## config.mk

```make
export PLATFORM = sky130hd
export DESIGN_NAME = iopad_ring_seq
export DESIGN_NICKNAME = d
export VERILOG_FILES = /design/src/rtl/iopad_seq_pkg.sv /design/src/rtl/iopad_sync2.sv /design/src/rtl/iopad_ring_seq.sv
export SDC_FILE = /design/constraint.sdc
export NUM_CORES = 1
export LEC_CHECK = 0
export ABC_CLOCK_PERIOD_IN_PS = 6200
export BUFFER_PORTS_ARGS = -buffer_cell sky130_fd_sc_hd__buf_2
export CAP_MARGIN = 5
export CORE_MARGIN = 4
export CORE_UTILIZATION = 40
export CTS_BUF_LIST = sky130_fd_sc_hd__clkbuf_16
export DETAILED_ROUTE_END_ITERATION = 6
export HOLD_SLACK_MARGIN = 0.03
export PLACE_DENSITY_LB_ADDON = 0.08
export SYNTH_ARGS = -nofsm -noshare
export SYNTH_HDL_FRONTEND = slang
export SYNTH_SLANG_ARGS = --single-unit
```

## constraint.sdc

```tcl
create_clock -name ck -period 6.2 [get_ports ck]
set_clock_uncertainty 0.05 [all_clocks]
set_input_delay 0.62 -clock ck [delete_from_list [all_inputs] [get_ports ck]]
set_output_delay 0.62 -clock ck [all_outputs]
set_load 0.05 [all_outputs]
```

## src/rtl/iopad_seq_pkg.sv

```systemverilog
// Shared types and defaults for the IO pad ring output-enable sequencer.
package iopad_seq_pkg;

  typedef enum logic [1:0] {
    IDLE,
    RAMP,
    ON,
    RAMPDOWN
  } state_t;

  localparam int DEF_N_GROUPS = 4;
  localparam int DEF_SETTLE   = 16;
  localparam int SYNC_STAGES  = 2;

endpackage

```

## src/rtl/iopad_sync2.sv

```systemverilog
// Multi-flop synchronizer (SYNC_STAGES deep) with synchronous reset, used for pwr_good.
module iopad_sync2
  import iopad_seq_pkg::*;
(
  input  logic ck,
  input  logic rst,
  input  logic d,
  output logic q
);

  logic [SYNC_STAGES-1:0] sync_q;

  always_ff @(posedge ck) begin
    if (rst) sync_q <= '0;
    else     sync_q <= {sync_q[SYNC_STAGES-2:0], d};
  end

  assign q = sync_q[SYNC_STAGES-1];

endmodule

```

## src/rtl/iopad_ring_seq.sv

```systemverilog
// Staggered pad-group output-enable sequencer gated by synchronized power-good.
// Define IOPAD_SEQ_RAMPDOWN_EN to turn groups off one at a time on request withdrawal.
module iopad_ring_seq
  import iopad_seq_pkg::*;
#(
  parameter int N_GROUPS = DEF_N_GROUPS,
  parameter int SETTLE   = DEF_SETTLE
) (
  input  logic                ck,
  input  logic                rst,
  input  logic                pwr_good,
  input  logic                en_req,
  output logic [N_GROUPS-1:0] grp_oe,
  output logic                seq_busy,
  output logic                seq_done,
  output logic                fault
);

  localparam int CNT_W = $clog2(SETTLE + 1);
  localparam int IDX_W = (N_GROUPS > 1) ? $clog2(N_GROUPS) : 1;
  localparam logic [CNT_W-1:0] CNT_LOAD = CNT_W'(SETTLE - 1);
  localparam logic [IDX_W-1:0] IDX_LAST = IDX_W'(N_GROUPS - 1);

  state_t              state_q, state_d;
  logic [CNT_W-1:0]    cnt_q, cnt_d;
  logic [IDX_W-1:0]    idx_q, idx_d;
  logic [N_GROUPS-1:0] oe_q, oe_d;
  logic                fault_q, fault_d;
  logic                pg_s;
  logic                go;

  iopad_sync2 u_pg_sync (
    .ck  (ck),
    .rst (rst),
    .d   (pwr_good),
    .q   (pg_s)
  );

  assign go = en_req & pg_s & ~fault_q;

  always_ff @(posedge ck) begin
    if (rst) begin
      state_q <= IDLE;
      cnt_q   <= '0;
      idx_q   <= '0;
      oe_q    <= '0;
      fault_q <= 1'b0;
    end else begin
      state_q <= state_d;
      cnt_q   <= cnt_d;
      idx_q   <= idx_d;
      oe_q    <= oe_d;
      fault_q <= fault_d;
    end
  end

  // Enables are a thermometer code from bit 0, so shifting adds/removes the top group.
  always_comb begin
    state_d = state_q;
    cnt_d   = cnt_q;
    idx_d   = idx_q;
    oe_d    = oe_q;
    fault_d = fault_q;

    if (state_q != IDLE && !pg_s) begin
      state_d = IDLE;
      cnt_d   = '0;
      idx_d   = '0;
      oe_d    = '0;
      fault_d = 1'b1;
    end else begin
      case (state_q)
        IDLE: begin
          oe_d = '0;
          if (!en_req) fault_d = 1'b0;
          if (go) begin
            state_d = RAMP;
            idx_d   = '0;
            oe_d    = N_GROUPS'(1);
            cnt_d   = CNT_LOAD;
          end
        end
        RAMP, ON: begin
          if (!en_req) begin
`ifdef IOPAD_SEQ_RAMPDOWN_EN
            oe_d    = oe_q >> 1;
            cnt_d   = CNT_LOAD;
            state_d = ((oe_q >> 1) == '0) ? IDLE : RAMPDOWN;
`else
            oe_d    = '0;
            cnt_d   = '0;
            state_d = IDLE;
`endif
          end else if (state_q == RAMP) begin
            if (cnt_q != '0) begin
              cnt_d = cnt_q - CNT_W'(1);
            end else if (idx_q == IDX_LAST) begin
              state_d = ON;
            end else begin
              idx_d = idx_q + IDX_W'(1);
              oe_d  = (oe_q << 1) | N_GROUPS'(1);
              cnt_d = CNT_LOAD;
            end
          end
        end
`ifdef IOPAD_SEQ_RAMPDOWN_EN
        RAMPDOWN: begin
          if (cnt_q != '0) begin
            cnt_d = cnt_q - CNT_W'(1);
          end else begin
            oe_d  = oe_q >> 1;
            cnt_d = CNT_LOAD;
            if ((oe_q >> 1) == '0) state_d = IDLE;
          end
        end
`endif
        default: begin
          state_d = IDLE;
          oe_d    = '0;
          cnt_d   = '0;
        end
      endcase
    end
  end

  assign grp_oe   = oe_q;
  assign seq_busy = (state_q == RAMP) || (state_q == RAMPDOWN);
  assign seq_done = (state_q == ON);
  assign fault    = fault_q;

endmodule

```

# After elaboration in Yosys (flattened, before gate mapping)
# Index checks and enable logic that the tools add are counted.
# Widths: inputs -> output; s select.
dict set report word_totals {
  mem_bits_rw 0
  n_memories 0
  latch_bits 0
  rom_bits 0
  inputBits 4
  register_bits 16
}
dict set report classes {
  muxes 27
  n_reduce_logical 15
  shift 0
  eq_ne 15
  order_cmp 0
  n_addsub 2
  mul 0
  bitwise_logic 3
  div 0
}
# operator count
set ops {}
lappend ops {{$mux 5} 5}
lappend ops {{$mux 2} 10}
lappend ops {{$mux 4} 4}
lappend ops {{$ne 3x3->1 const B} 4}
lappend ops {{$ne 2x2->1 const B} 5}
lappend ops {{$pmux 5 s2} 1}
lappend ops {{$pmux 2 s2} 2}
lappend ops {{$pmux 4 s2} 1}
lappend ops {{$eq 2x2->1 const B} 3}
lappend ops {{$reduce_and 3->1} 2}
lappend ops {{$reduce_and 6->1} 1}
lappend ops {{$reduce_bool 2->1} 3}
lappend ops {{$reduce_bool 5->1} 1}
lappend ops {{$sub 5x1->5 const B} 1}
lappend ops {{$mux 1} 4}
lappend ops {{$ne 4x4->1 const B} 1}
lappend ops {{$reduce_and 4->1} 1}
lappend ops {{$reduce_or 2->1} 2}
lappend ops {{$add 2x1->2 const B} 1}
lappend ops {{$and 1x1->1} 2}
lappend ops {{$eq 2x1->1 const B} 1}
lappend ops {{$logic_not 2->1} 1}
lappend ops {{$ne 2x1->1 const B} 1}
lappend ops {{$reduce_and 2->1} 1}
lappend ops {{4 further kinds} 4}

# Depth between registers and ports, before layout
# Gate-level depths: netlist of the first run.
dict set report logic_depth {
  ltp_word 6
  ltp_mapped 8
  depth_no_buf 7
}

# Hierarchy
# A second synthesis of the first run with hierarchy kept.
dict set report hier_totals {
  cells_unflattened 113
  hier_area_um2 925.9
}
# mod cells_per_inst instances area_each_um2
set modules_own_cells {}
lappend modules_own_cells {iopad_ring_seq 109 1 873.3}
lappend modules_own_cells {iopad_sync2 4 1 52.6}

# Worst setup path before layout of the first run
# Ideal clock, no wire load.
dict set report synth_timing {
  kind {reg-to-reg}
  startpoint {register state_q[0]}
  endpoint {register cnt_q[4]}
  setup_slack_ns 4.034
  n_path_buf 0
  path_stages_with_launch 8
  required_ns 6.080
  setup_ns 0.070
  synth_period_minus_slack_ns 2.166
  t_arrival_ns 2.046
  path_cell_list {dfxtp_1 -> inv_1 -> ha_1 -> nand2_2 -> a2bb2oi_1 -> o21ai_1 -> or4_1 -> a21oi_1}
}
dict set report synth_via {
  elab_chain_cells 4
}
# item line
set synth_rtl {}
lappend synth_rtl {{from (decl)} iopad_ring_seq.sv:24} ;# state_t state_q, state_d;
lappend synth_rtl {{from (signal assigned)} iopad_ring_seq.sv:49} ;# state_q <= state_d;
lappend synth_rtl {{$eq 2x2->1 / $eq 2x1->1 (equally long branches)} {iopad_ring_seq.sv:72, iopad_ring_seq.sv:94}}
lappend synth_rtl {{$reduce_or 2->1} iopad_ring_seq.sv:72} ;# case (state_q)
lappend synth_rtl {{$ne 4x4->1 (no line) / $ne 3x3->1 (equally long branches)} -}
lappend synth_rtl {{$reduce_and 3->1 (no line)} -}
lappend synth_rtl {{to (signal assigned)} iopad_ring_seq.sv:50} ;# cnt_q <= cnt_d;
lappend synth_rtl {{to (decl)} iopad_ring_seq.sv:25} ;# logic [CNT_W-1:0] cnt_q, cnt_d;
# Parallel ways exist; a longest one is shown, timed or not.
# A chain may end at the register's enable or synchronous reset.

# Final worst setup path of the first run
# Same ends and word-level chain as after synthesis.

==> results of run 1 <==
-- cell type report --
cell class | instances | area (um2) | share of cell area
multi-input cells | 85 | 563.0 | 0.5263
flip-flops and latches | 16 | 320.3 | 0.2994
clock buffers | 3 | 75.07 | 0.07018
repair buffers | 10 | 50.05 | 0.04678
well taps | 28 | 35.03 | 0.03275
inverters | 7 | 26.28 | 0.02456
-- worst paths after layout --
check,depth (start not counted),endpoint,slack [ns],start
setup / recovery,7,cnt_q[4],3.74,state_q[0]
hold / removal,1,u_pg_sync.sync_q[1],0.39,u_pg_sync.sync_q[0]
setup reg to reg,7,cnt_q[4],3.74,state_q[0]
hold reg to reg,1,u_pg_sync.sync_q[1],0.39,u_pg_sync.sync_q[0]
-- flip-flops by register name (all words and copies together) (netlist names) --
signal            count
state_q               2
fault                 1
u_pg_sync.sync_q      2
cnt_q                 5
grp_oe                4
idx_q                 2
-- where the power goes --
group / internal [mW] / switching, mW
Sequential: 0.114 / 0.0139
Clock: 0.0844 / 0.0365
Combinational: 0.0481 / 0.0781
Total: 0.247 / 0.128
-- metal layers --
layer / vias up / wire length, um
met5: - / 0
met1: 353 / 905
met3: 3 / 51
li1: 410 / -
met4: 0 / 23
met2: 9 / 834
-- Yosys cell counts, drive strengths merged, types with 2 or more instances --
master / count
or2: 2
dfxtp: 16
nor4b: 4
a31oi: 2
a21oi: 17
ha: 8
a211oi: 2
inv: 7
or3: 4
nor2b: 3
nand2: 11
o31ai: 2
mux2i: 2
o21ai: 6
nor2: 11
-- worst max-delay path: cells and delay by family, from the launching register on --
family | cells | cell delay [ns]
compound gates | 3 | 0.74
simple gates | 2 | 0.73
flops | 1 | 0.39
fa+ha+maj | 1 | 0.38
buf+inv | 1 | 0.08
-- cells by family (layout without fill, tap and decap cells) --
logic type,after synthesis,in the layout,synth area share
and+or+nand+nor,43,43,0.2763
buffers and inverters,9,20,0.04851
adders and majority gates,8,8,0.1078
muxes,2,2,0.02156
AOI/OAI and AO/OA,32,32,0.2008
DFF,16,16,0.3450
==> run_summary.xml, run 1 <==
<?xml version="1.0" encoding="UTF-8"?>
<metrics>
  <group name="clock_tree">
    <metric name="cts.root.buffer_cell" unit="">sky130_fd_sc_hd__clkbuf_16</metric>
    <metric name="clock_sink_count" unit="">16</metric>
    <metric name="cts.clk_slew.worst_paths" unit="ns">0.05</metric>
    <metric name="clock_path_buffers" unit="">2</metric>
    <metric name="post_cts.resized_instances" unit="">0</metric>
    <metric name="insertion_delay" unit="ns">0.24</metric>
    <metric name="cts_made_buffers" unit="">3</metric>
    <metric name="cts_htree_levels" unit="">1</metric>
    <metric name="cts_tree" unit="">done</metric>
    <metric name="cts_hold_buffers" unit="">0</metric>
    <metric name="postCtsSetupRepairBufs" unit="">0</metric>
  </group>
  <group name="power">
    <metric name="power-per-cell-area" unit="mW/mm2">350.8</metric>
    <metric name="leakage_power" unit="nW">0.4444</metric>
    <metric name="total_power" unit="uW">375.3</metric>
    <metric name="irDropWorstVdd" unit="mV">0.2271</metric>
  </group>
  <group name="floorplanning">
    <metric name="die_w" unit="um">56.18</metric>
    <metric name="die_height" unit="um">56.18</metric>
    <metric name="rows" unit="">17</metric>
    <metric name="io-pin-count" unit="">11</metric>
    <metric name="die-area" unit="mm2">0.003156</metric>
    <metric name="placeableCoreArea" unit="mm2">0.002212</metric>
    <metric name="initial_core_util" unit="">0.4197</metric>
  </group>
  <group name="global_route">
    <metric name="antenna_found_initial" unit="">0</metric>
    <metric name="gr-usage-met2" unit="">0.2087</metric>
    <metric name="grt_start_max_net_pins" unit="">14</metric>
    <metric name="grt_first_pass_wirelength" unit="um">3180</metric>
    <metric name="gr-max-usage-layer" unit="">met2</metric>
    <metric name="overall_track_demand_over_capacity_in_global_routing" unit="">0.1264</metric>
    <metric name="grtUsageMet1" unit="">0.1536</metric>
    <metric name="groute.layer.met3.usage" unit="">0.03480</metric>
    <metric name="grt_overflow" unit="">0</metric>
    <metric name="via_count_of_the_first_global_routing_pass" unit="">753</metric>
  </group>
  <group name="sta">
    <metric name="setup_viol" unit="">0</metric>
    <metric name="setup_total_negative_slack" unit="ns">0</metric>
    <metric name="final_period_minus_worst_setup_slack" unit="ns">2.456</metric>
    <metric name="worst_pin_slew" unit="ns">0.5956</metric>
    <metric name="report.final.slew_viol_count" unit="">0</metric>
    <metric name="final.hold.worst_slack" unit="ns">0.3931</metric>
    <metric name="fmaxAchievable" unit="GHz">0.4072</metric>
    <metric name="slew_margin_rel" unit="">0.6011</metric>
    <metric name="post-route-worst-setup-slack" unit="ns">3.744</metric>
    <metric name="grt_setup_unrepaired" unit="">no</metric>
    <metric name="timing.final.hold_violations" unit="">0</metric>
    <metric name="period_share" unit="">0.3961</metric>
  </group>
  <group name="setup_path">
    <metric name="critPathKind" unit="">reg2reg</metric>
    <metric name="cp-end-kind" unit="">flop</metric>
    <metric name="timing.critical_path.cells" unit="">inv_1, ha_1, nand2_2, a2bb2oi_1, o21ai_1, or4_1, a21oi_1</metric>
    <metric name="worst-path-max-fanout" unit="">9</metric>
    <metric name="required" unit="ns">6.32</metric>
    <metric name="cell_with_the_biggest_individual_delay_on_the_critical_path" unit="">sky130_fd_sc_hd__or4_1</metric>
    <metric name="critical_path.max_stage_delay" unit="ns">0.54</metric>
    <metric name="cp-start-kind" unit="">flop</metric>
    <metric name="worstPathArrival" unit="ns">2.57</metric>
  </group>
  <group name="hold_path">
    <metric name="worst_hold_path_type" unit="">reg2reg</metric>
  </group>
  <group name="logic_synthesis">
    <metric name="netlist.area_leader.share" unit="">0.3450</metric>
    <metric name="synthesis.yosys.warnings" unit="">0</metric>
    <metric name="syn-cell-area" unit="um2">928.4</metric>
    <metric name="synth_top_cell_by_area" unit="">sky130_fd_sc_hd__dfxtp_1</metric>
    <metric name="postSynthAreaPerCell" unit="um2">8.440</metric>
    <metric name="syn_inst" unit="">110</metric>
    <metric name="synth-seq-area-share" unit="">0.3450</metric>
    <metric name="synth.lib_cells_used.distinct" unit="">34</metric>
    <metric name="synth-edff-count" unit="">0</metric>
    <metric name="synth-async-reset-ratio" unit="">0</metric>
    <metric name="synthesis.nets" unit="">122</metric>
    <metric name="postSynth.topFlopCell" unit="">sky130_fd_sc_hd__dfxtp_1</metric>
    <metric name="synth_area_leaders" unit="">sky130_fd_sc_hd__dfxtp_1 35%, sky130_fd_sc_hd__ha_1 11%, sky130_fd_sc_hd__a21oi_1 8.6%</metric>
    <metric name="synth-seq-cells" unit="">16</metric>
  </group>
  <group name="cells_and_area">
    <metric name="net_total_in_the_final_layout" unit="">135</metric>
    <metric name="area_delta_synth_final" unit="%">15.23</metric>
    <metric name="finish.cell_count_without_fillers" unit="">149</metric>
    <metric name="final_core_utilization" unit="">0.4836</metric>
    <metric name="fillCellCount" unit="">231</metric>
    <metric name="mostFrequentLayoutCells" unit="">16 x sky130_fd_sc_hd__a21oi_1, 16 x sky130_fd_sc_hd__dfxtp_1, 11 x sky130_fd_sc_hd__nor2_1, 10 x sky130_fd_sc_hd__nand2_1, 10 x sky130_fd_sc_hd__buf_2</metric>
    <metric name="layout-drive-gt1-share" unit="">0.1736</metric>
    <metric name="final_cell_area" unit="mm2">0.001070</metric>
    <metric name="num_antenna_cells" unit="">0</metric>
  </group>
  <group name="placed_design">
    <metric name="numPortBuffers" unit="">10</metric>
    <metric name="placement.setup.worst_slack" unit="ns">3.754</metric>
    <metric name="gp_routability_congestion" unit="">0.7483</metric>
    <metric name="placed_cells_incl_taps" unit="">146</metric>
    <metric name="placed_cell_area" unit="um2">994.7</metric>
    <metric name="dp_hpwl" unit="um">1393</metric>
  </group>
  <group name="routing">
    <metric name="drt_pass1_iterations" unit="">4</metric>
    <metric name="via_count" unit="">775</metric>
    <metric name="drtAntennaViolNets" unit="">0</metric>
    <metric name="drt-vias-per-instance" unit="">5.201</metric>
    <metric name="drcViolationCount" unit="">0</metric>
    <metric name="dr.first_iter.drc_count" unit="">7</metric>
    <metric name="wl_per_cell" unit="um">12.18</metric>
    <metric name="totalWireLength" unit="um">1815</metric>
  </group>
  <group name="outcome">
    <metric name="status" unit="">finished clean</metric>
  </group>
  <group name="run">
    <metric name="cap_violations" unit="">0</metric>
  </group>
</metrics>
(Power assumes the default switching activity.)
==> inputs of run 2 (changes only) <==
ABC_AREA = 1   (was not set)
ABC_CLOCK_PERIOD_IN_PS = 2300   (was 6200)
clock period = 2.3 ns   (was 6.2 ns; I/O delays follow)
==> run 2 against run 1 <==
  * Worst setup slack got worse by 3.3 ns
  * Register-to-register slack worse by 3.3 ns
  * Core utilization grew 2.2 points
  * Synthesized area grew 6.7%
  * Wire length is 12% higher
  * Worst hold slack lost 0.26 ns
==> run_summary.xml, run 2 <==
<?xml version="1.0" encoding="UTF-8"?>
<metrics>
  <group name="floorplanning">
    <metric name="initial_core_util" unit="">0.4354</metric>
    <metric name="io-pin-count" unit="">11</metric>
    <metric name="die-area" unit="mm2">0.003338</metric>
    <metric name="placeableCoreArea" unit="mm2">0.002276</metric>
    <metric name="rows" unit="">17</metric>
    <metric name="die_height" unit="um">57.78</metric>
    <metric name="die_w" unit="um">57.78</metric>
  </group>
  <group name="cells_and_area">
    <metric name="number_of_flip_flops_in_the_largest_register" unit="">5</metric>
    <metric name="layout.cells.most_common" unit="">sky130_fd_sc_hd__nand2_1</metric>
    <metric name="num_antenna_cells" unit="">0</metric>
    <metric name="net_total_in_the_final_layout" unit="">174</metric>
    <metric name="area_delta_synth_final" unit="%">16.16</metric>
    <metric name="mostFrequentLayoutCells" unit="">41 x sky130_fd_sc_hd__nand2_1, 20 x sky130_fd_sc_hd__inv_1, 19 x sky130_fd_sc_hd__nor2_1, 16 x sky130_fd_sc_hd__dfxtp_1, 11 x sky130_fd_sc_hd__a21oi_1</metric>
    <metric name="largest-register" unit="">cnt_q</metric>
    <metric name="layout-drive-gt1-share" unit="">0.1938</metric>
  </group>
  <group name="routing">
    <metric name="drt_pass1_iterations" unit="">4</metric>
    <metric name="drtAntennaViolNets" unit="">0</metric>
    <metric name="dr.first_iter.drc_count" unit="">19</metric>
    <metric name="via_count" unit="">888</metric>
    <metric name="drt-vias-per-instance" unit="">4.723</metric>
    <metric name="drcViolationCount" unit="">0</metric>
    <metric name="wl_per_cell" unit="um">10.85</metric>
    <metric name="totalWireLength" unit="um">2039</metric>
  </group>
  <group name="logic_synthesis">
    <metric name="syn_inst" unit="">147</metric>
    <metric name="synth-async-reset-ratio" unit="">0</metric>
    <metric name="synth.lib_cells_used.distinct" unit="">21</metric>
    <metric name="synth-seq-cells" unit="">16</metric>
    <metric name="syn-cell-area" unit="um2">991.0</metric>
    <metric name="synth_area_leaders" unit="">sky130_fd_sc_hd__dfxtp_1 32%, sky130_fd_sc_hd__nand2_1 16%, sky130_fd_sc_hd__ha_1 10%</metric>
    <metric name="post-synth-top-count-cell" unit="">sky130_fd_sc_hd__nand2_1</metric>
    <metric name="synth_top_cell_by_area" unit="">sky130_fd_sc_hd__dfxtp_1</metric>
    <metric name="postSynth.topFlopCell" unit="">sky130_fd_sc_hd__dfxtp_1</metric>
    <metric name="postSynthAreaPerCell" unit="um2">6.741</metric>
    <metric name="synth-edff-count" unit="">0</metric>
    <metric name="top_cells_by_count_synth" unit="">41 x sky130_fd_sc_hd__nand2_1, 20 x sky130_fd_sc_hd__inv_1, 19 x sky130_fd_sc_hd__nor2_1, 16 x sky130_fd_sc_hd__dfxtp_1, 11 x sky130_fd_sc_hd__a21oi_1</metric>
    <metric name="netlist.area_leader.share" unit="">0.3232</metric>
    <metric name="synthesis.yosys.warnings" unit="">0</metric>
    <metric name="synth-seq-area-share" unit="">0.3232</metric>
    <metric name="synthesis.nets" unit="">159</metric>
  </group>
  <group name="global_route">
    <metric name="overall_track_demand_over_capacity_in_global_routing" unit="">0.1425</metric>
    <metric name="grt_start_max_net_pins" unit="">10</metric>
    <metric name="grt_first_pass_wirelength" unit="um">3636</metric>
    <metric name="antenna_found_initial" unit="">0</metric>
    <metric name="grt_overflow" unit="">0</metric>
    <metric name="via_count_of_the_first_global_routing_pass" unit="">810</metric>
  </group>
  <group name="clock_tree">
    <metric name="cts.clk_slew.worst_paths" unit="ns">0.05</metric>
    <metric name="clock_sink_count" unit="">16</metric>
    <metric name="cts.root.buffer_cell" unit="">sky130_fd_sc_hd__clkbuf_16</metric>
    <metric name="cts_hold_buffers" unit="">0</metric>
    <metric name="insertion_delay" unit="ns">0.24</metric>
    <metric name="cts_htree_levels" unit="">1</metric>
    <metric name="cts_made_buffers" unit="">3</metric>
    <metric name="postCtsSetupRepairBufs" unit="">0</metric>
    <metric name="clock_path_buffers" unit="">2</metric>
    <metric name="post_cts.resized_instances" unit="">0</metric>
    <metric name="cts_tree" unit="">done</metric>
  </group>
  <group name="setup_path">
    <metric name="worstPathArrival" unit="ns">1.92</metric>
    <metric name="required" unit="ns">2.41</metric>
    <metric name="cp-end-kind" unit="">flop</metric>
    <metric name="cell_with_the_biggest_individual_delay_on_the_critical_path" unit="">sky130_fd_sc_hd__dfxtp_1</metric>
    <metric name="critPathKind" unit="">reg2reg</metric>
    <metric name="timing.critical_path.cells" unit="">inv_1, ha_1, nand2_4, nor2_2, a21oi_2, nand2_2, nor2_4, nand2_1, a21oi_1</metric>
    <metric name="cp-start-kind" unit="">flop</metric>
    <metric name="worst-path-max-fanout" unit="">8</metric>
    <metric name="critical_path.max_stage_delay" unit="ns">0.40</metric>
  </group>
  <group name="placed_design">
    <metric name="placement.setup.worst_slack" unit="ns">0.5106</metric>
    <metric name="dp_hpwl" unit="um">1545</metric>
    <metric name="numPortBuffers" unit="">10</metric>
    <metric name="gp_routability_congestion" unit="">0.7949</metric>
  </group>
  <group name="power">
    <metric name="leakage_power" unit="nW">0.5150</metric>
    <metric name="irDropWorstVdd" unit="mV">0.5071</metric>
    <metric name="switchingPower" unit="uW">593.1</metric>
    <metric name="power-per-cell-area" unit="mW/mm2">1196</metric>
    <metric name="netSwitchingFraction" unit="">0.4308</metric>
    <metric name="power.combinational.fraction" unit="">0.478</metric>
    <metric name="clock_power_share" unit="">0.241</metric>
    <metric name="pwr-share-seq" unit="">0.281</metric>
    <metric name="intPower" unit="uW">783.7</metric>
  </group>
  <group name="sta">
    <metric name="slew_margin_rel" unit="">0.8107</metric>
    <metric name="final.hold.worst_slack" unit="ns">0.1309</metric>
    <metric name="timing.final.hold_violations" unit="">0</metric>
    <metric name="final_period_minus_worst_setup_slack" unit="ns">1.811</metric>
    <metric name="post-route-worst-setup-slack" unit="ns">0.4888</metric>
    <metric name="grt_setup_unrepaired" unit="">no</metric>
    <metric name="report.final.slew_viol_count" unit="">0</metric>
    <metric name="setup_viol" unit="">0</metric>
    <metric name="period_share" unit="">0.7875</metric>
    <metric name="fmaxAchievable" unit="GHz">0.5521</metric>
    <metric name="worst_pin_slew" unit="ns">0.2821</metric>
    <metric name="setup_total_negative_slack" unit="ns">0</metric>
  </group>
  <group name="hold_path">
    <metric name="worst_hold_path_type" unit="">in2reg</metric>
  </group>
  <group name="run">
    <metric name="cap_violations" unit="">0</metric>
  </group>
  <group name="outcome">
    <metric name="status" unit="">finished clean</metric>
  </group>
</metrics>
run 2: worst paths after layout:
check                                         start             endpoint  slack [ns]  cells past startpoint
worst max-delay path                     state_q[0]             cnt_q[4]        0.49                      9
worst min register to register  u_pg_sync.sync_q[0]  u_pg_sync.sync_q[1]        0.35                      2
worst max register to register           state_q[0]             cnt_q[4]        0.49                      9
worst min-delay path                       pwr_good  u_pg_sync.sync_q[0]        0.13                      3
run 2: cell type report:
class / count / area (um2)
Fill cell: 227 / 1125
Multi-Input combinational cell: 108 / 584.3
Sequential cell: 16 / 320.3
Inverter: 23 / 86.33
Clock buffer: 3 / 75.07
Timing Repair Buffer: 10 / 50.05
Tap cell: 28 / 35.03
run 2: per-layer routing:
layer	up-vias	GRT usage	wire length, um	share of wire
li1	475	-	-	-
met1	390	0.1979	1042	0.51
met2	16	0.2048	841	0.41
met3	7	0.02895	86	0.042
met4	0	0.07616	68	0.033
met5	-	0	0	0
run 2: metrics by stage:
step / cell area [um2] / total power [mW] / util / instances
floorplan: 991.0 / 0.9224 / - / 147
global placement: 1076 / 1.046 / 0.4728 / 185
detailed placement: 1076 / 1.047 / 0.4728 / 185
CTS: 1151 / 1.393 / 0.5058 / 188
global route: 1151 / 1.514 / 0.5058 / 188
finish: 1151 / 1.377 / 0.5058 / 188
run 2: cells by family after synthesis:
group | share of synthesized area
adder cells (fa/ha/maj) | 0.1010
AND/OR/NAND/NOR | 0.3826
AO/OA/AOI/OAI | 0.09722
flip-flops | 0.3232
buffers and inverters | 0.08712
XOR/XNOR | 0.008840
run 2: critical path, delay by kind of cell (launching register included):
kind                       cells  cell delay (ns)
AOI/OAI and AO/OA              2             0.27
adders and majority gates      1             0.38
buffers and inverters          1             0.09
DFF                            1             0.40
and+or+nand+nor                5             0.54
run 2: power by group through the flow:
| stage | clock, mW | combinational [mW] | sequential (mW) |
|---|---|---|---|
| 6_report | 0.331 | 0.659 | 0.387 |
| 4_1_cts | 0.343 | 0.664 | 0.386 |
| 2_1_floorplan | 0 | 0.505 | 0.418 |
| 5_1_grt | 0.359 | 0.761 | 0.394 |
| 3_5_place_dp | 0 | 0.655 | 0.392 |
| 3_3_place_gp | 0 | 0.655 | 0.391 |
==> inputs of run 3 (changes only) <==
ABC_CLOCK_PERIOD_IN_PS = 1800   (was 2300)
clock period = 1.8 ns   (was 2.3 ns; I/O delays follow)
==> run 3 against run 2 <==
  * Sequential power grew 26%
  * Count of clock-buffer cells in the layout is the same
  * Clock power grew 33%
  * Global-route usage shrank 0.17 points
  * Worst hold slack lost 0.044 ns
  * Power grew 30%
  * Cell count grew 2.1%
  * Via count shrank 0.34%
  * Critical endpoint is now seq_busy
  * Highest routed layer unchanged
==> run_summary.xml, run 3 (synthesized netlist as in run 2, its figures left out) <==
<?xml version="1.0" encoding="UTF-8"?>
<metrics>
  <group name="global_route">
    <metric name="via_count_of_the_first_global_routing_pass" unit="">838</metric>
    <metric name="antenna_found_initial" unit="">0</metric>
    <metric name="grt_first_pass_wirelength" unit="um">3594</metric>
    <metric name="grt_start_max_net_pins" unit="">10</metric>
    <metric name="grt_overflow" unit="">0</metric>
    <metric name="overall_track_demand_over_capacity_in_global_routing" unit="">0.1408</metric>
  </group>
  <group name="sta">
    <metric name="timing.final.hold_violations" unit="">0</metric>
    <metric name="fmaxAchievable" unit="GHz">0.5906</metric>
    <metric name="grt_setup_unrepaired" unit="">no</metric>
    <metric name="report.final.slew_viol_count" unit="">0</metric>
    <metric name="setup_viol" unit="">0</metric>
    <metric name="setup_total_negative_slack" unit="ns">0</metric>
    <metric name="worst_pin_slew" unit="ns">0.2499</metric>
    <metric name="period_share" unit="">0.9407</metric>
    <metric name="slew_margin_rel" unit="">0.8324</metric>
    <metric name="final_period_minus_worst_setup_slack" unit="ns">1.693</metric>
  </group>
  <group name="setup_path">
    <metric name="reg2reg_to" unit="">cnt_q[4]</metric>
    <metric name="worstPathArrival" unit="ns">1.46</metric>
    <metric name="endpoint" unit="">seq_busy</metric>
    <metric name="crit_start" unit="">state_q[0]</metric>
    <metric name="worst-r2r-setup-slack" unit="ns">0.14</metric>
    <metric name="regToRegStartpoint" unit="">state_q[0]</metric>
    <metric name="critical_path.max_stage_delay" unit="ns">0.31</metric>
    <metric name="cell_with_the_biggest_individual_delay_on_the_critical_path" unit="">sky130_fd_sc_hd__dfxtp_1</metric>
    <metric name="timing.critical_path.cells" unit="">buf_4, ha_1, or2_2, buf_2</metric>
    <metric name="worst-path-max-fanout" unit="">4</metric>
    <metric name="cp-start-kind" unit="">flop</metric>
    <metric name="worst_r2r_path_depth" unit="">9</metric>
    <metric name="cp-end-kind" unit="">primary output</metric>
    <metric name="critPathKind" unit="">reg2out</metric>
    <metric name="required" unit="ns">1.57</metric>
  </group>
  <group name="cells_and_area">
    <metric name="multi_input_area" unit="um2">584.3</metric>
    <metric name="layout.cells.most_common" unit="">sky130_fd_sc_hd__nand2_1</metric>
    <metric name="mostFrequentLayoutCells" unit="">41 x sky130_fd_sc_hd__nand2_1, 20 x sky130_fd_sc_hd__inv_1, 19 x sky130_fd_sc_hd__nor2_1, 16 x sky130_fd_sc_hd__dfxtp_1, 11 x sky130_fd_sc_hd__a21oi_1</metric>
    <metric name="finish.cell_count_without_fillers" unit="">192</metric>
    <metric name="layout-drive-gt1-share" unit="">0.2073</metric>
    <metric name="area_delta_synth_final" unit="%">18.81</metric>
    <metric name="sequential_cell_area" unit="um2">320.3</metric>
    <metric name="net_total_in_the_final_layout" unit="">177</metric>
    <metric name="number_of_flip_flops_in_the_largest_register" unit="">5</metric>
    <metric name="fillCellCount" unit="">233</metric>
    <metric name="num_antenna_cells" unit="">0</metric>
    <metric name="largest-register" unit="">cnt_q</metric>
  </group>
  <group name="routing">
    <metric name="totalWireLength" unit="um">2006</metric>
    <metric name="drt-vias-per-instance" unit="">4.609</metric>
    <metric name="via_count" unit="">885</metric>
    <metric name="dr.first_iter.drc_count" unit="">10</metric>
    <metric name="drtAntennaViolNets" unit="">0</metric>
    <metric name="drcViolationCount" unit="">0</metric>
    <metric name="drt_pass1_iterations" unit="">4</metric>
    <metric name="wl_per_cell" unit="um">10.45</metric>
  </group>
  <group name="placed_design">
    <metric name="gp_routability_congestion" unit="">0.8073</metric>
    <metric name="numPortBuffers" unit="">10</metric>
    <metric name="dp_hpwl" unit="um">1569</metric>
    <metric name="placed_cells_incl_taps" unit="">188</metric>
  </group>
  <group name="floorplanning">
    <metric name="die-area" unit="mm2">0.003338</metric>
    <metric name="die_w" unit="um">57.78</metric>
    <metric name="placeableCoreArea" unit="mm2">0.002276</metric>
    <metric name="rows" unit="">17</metric>
    <metric name="initial_core_util" unit="">0.4354</metric>
    <metric name="die_height" unit="um">57.78</metric>
    <metric name="io-pin-count" unit="">11</metric>
  </group>
  <group name="power">
    <metric name="power-per-cell-area" unit="mW/mm2">1525</metric>
    <metric name="irDropWorstVdd" unit="mV">0.7935</metric>
    <metric name="leakage_power" unit="nW">0.5322</metric>
  </group>
  <group name="run">
    <metric name="cap_violations" unit="">0</metric>
  </group>
  <group name="outcome">
    <metric name="status" unit="">finished clean</metric>
  </group>
  <group name="clock_tree">
    <metric name="cts_tree" unit="">done</metric>
    <metric name="cts_htree_levels" unit="">1</metric>
    <metric name="clock_path_buffers" unit="">2</metric>
    <metric name="cts.clk_slew.worst_paths" unit="ns">0.05</metric>
    <metric name="insertion_delay" unit="ns">0.25</metric>
    <metric name="cts_hold_buffers" unit="">0</metric>
    <metric name="postCtsSetupRepairBufs" unit="">0</metric>
    <metric name="post_cts.resized_instances" unit="">0</metric>
    <metric name="clock_sink_count" unit="">16</metric>
    <metric name="cts.root.buffer_cell" unit="">sky130_fd_sc_hd__clkbuf_16</metric>
    <metric name="cts_made_buffers" unit="">3</metric>
  </group>
  <group name="hold_path">
    <metric name="worst_hold_path_type" unit="">in2reg</metric>
  </group>
</metrics>
run 3: final cells by class:
cell class / count / area share
clock buffers: 3 / 0.06376
inverters: 23 / 0.07333
well taps: 28 / 0.02976
multi-input cells: 108 / 0.4963
clock inverters: 1 / 0.003188
flip-flops and latches: 16 / 0.2721
repair buffers: 13 / 0.06164
run 3: worst min-delay path by stage:
stage,from,end,slack (ns),depth (start not counted)
finish,rst,u_pg_sync.sync_q[1],0.09,2
global route,rst,u_pg_sync.sync_q[1],0.10,2
CTS,rst,u_pg_sync.sync_q[1],0.08,2
detailed placement,u_pg_sync.sync_q[0],u_pg_sync.sync_q[1],0.35,2
global placement,pwr_good,u_pg_sync.sync_q[0],0.33,3
floorplan,rst,u_pg_sync.sync_q[0],0.20,1
run 3: through the flow:
| step | total power, mW | hold WS (ns) | worst slack, ns | util | area (um2) |
|---|---|---|---|---|---|
| 2_1_floorplan | 1.179 | 0.2012 | 0.2377 | - | 991.0 |
| 3_5_place_dp | 1.360 | 0.3493 | 0.1590 | 0.4827 | 1099 |
| 4_1_cts | 1.810 | 0.08464 | 0.09763 | 0.5173 | 1177 |
| 3_3_place_gp | 1.355 | 0.3343 | 0.1808 | 0.4827 | 1099 |
| 5_1_grt | 1.950 | 0.1040 | 0.0006610 | 0.5173 | 1177 |
| 6_report | 1.795 | 0.08693 | 0.1068 | 0.5173 | 1177 |
run 3: metal layers:
layer	track usage	wire, um	vias up
met3	0.03341	65	5
li1	-	-	482
met2	0.2194	844	14
met5	0	0	-
met1	0.1769	1044	384
met4	0.07947	51	0
run 3: worst max-delay path, delay by kind of cell, from the launching register on:
kind	cells	cell delay, ns
buffers and inverters	2	0.35
flip-flops	1	0.31
AND/OR/NAND/NOR	1	0.30
adder cells (fa/ha/maj)	1	0.25
run 3: where the power goes:
group	internal, mW	switching (mW)	leakage (nW)
Sequential	0.430	0.0597	0.130
Clock	0.295	0.146	0.0385
Combinational	0.298	0.567	0.363
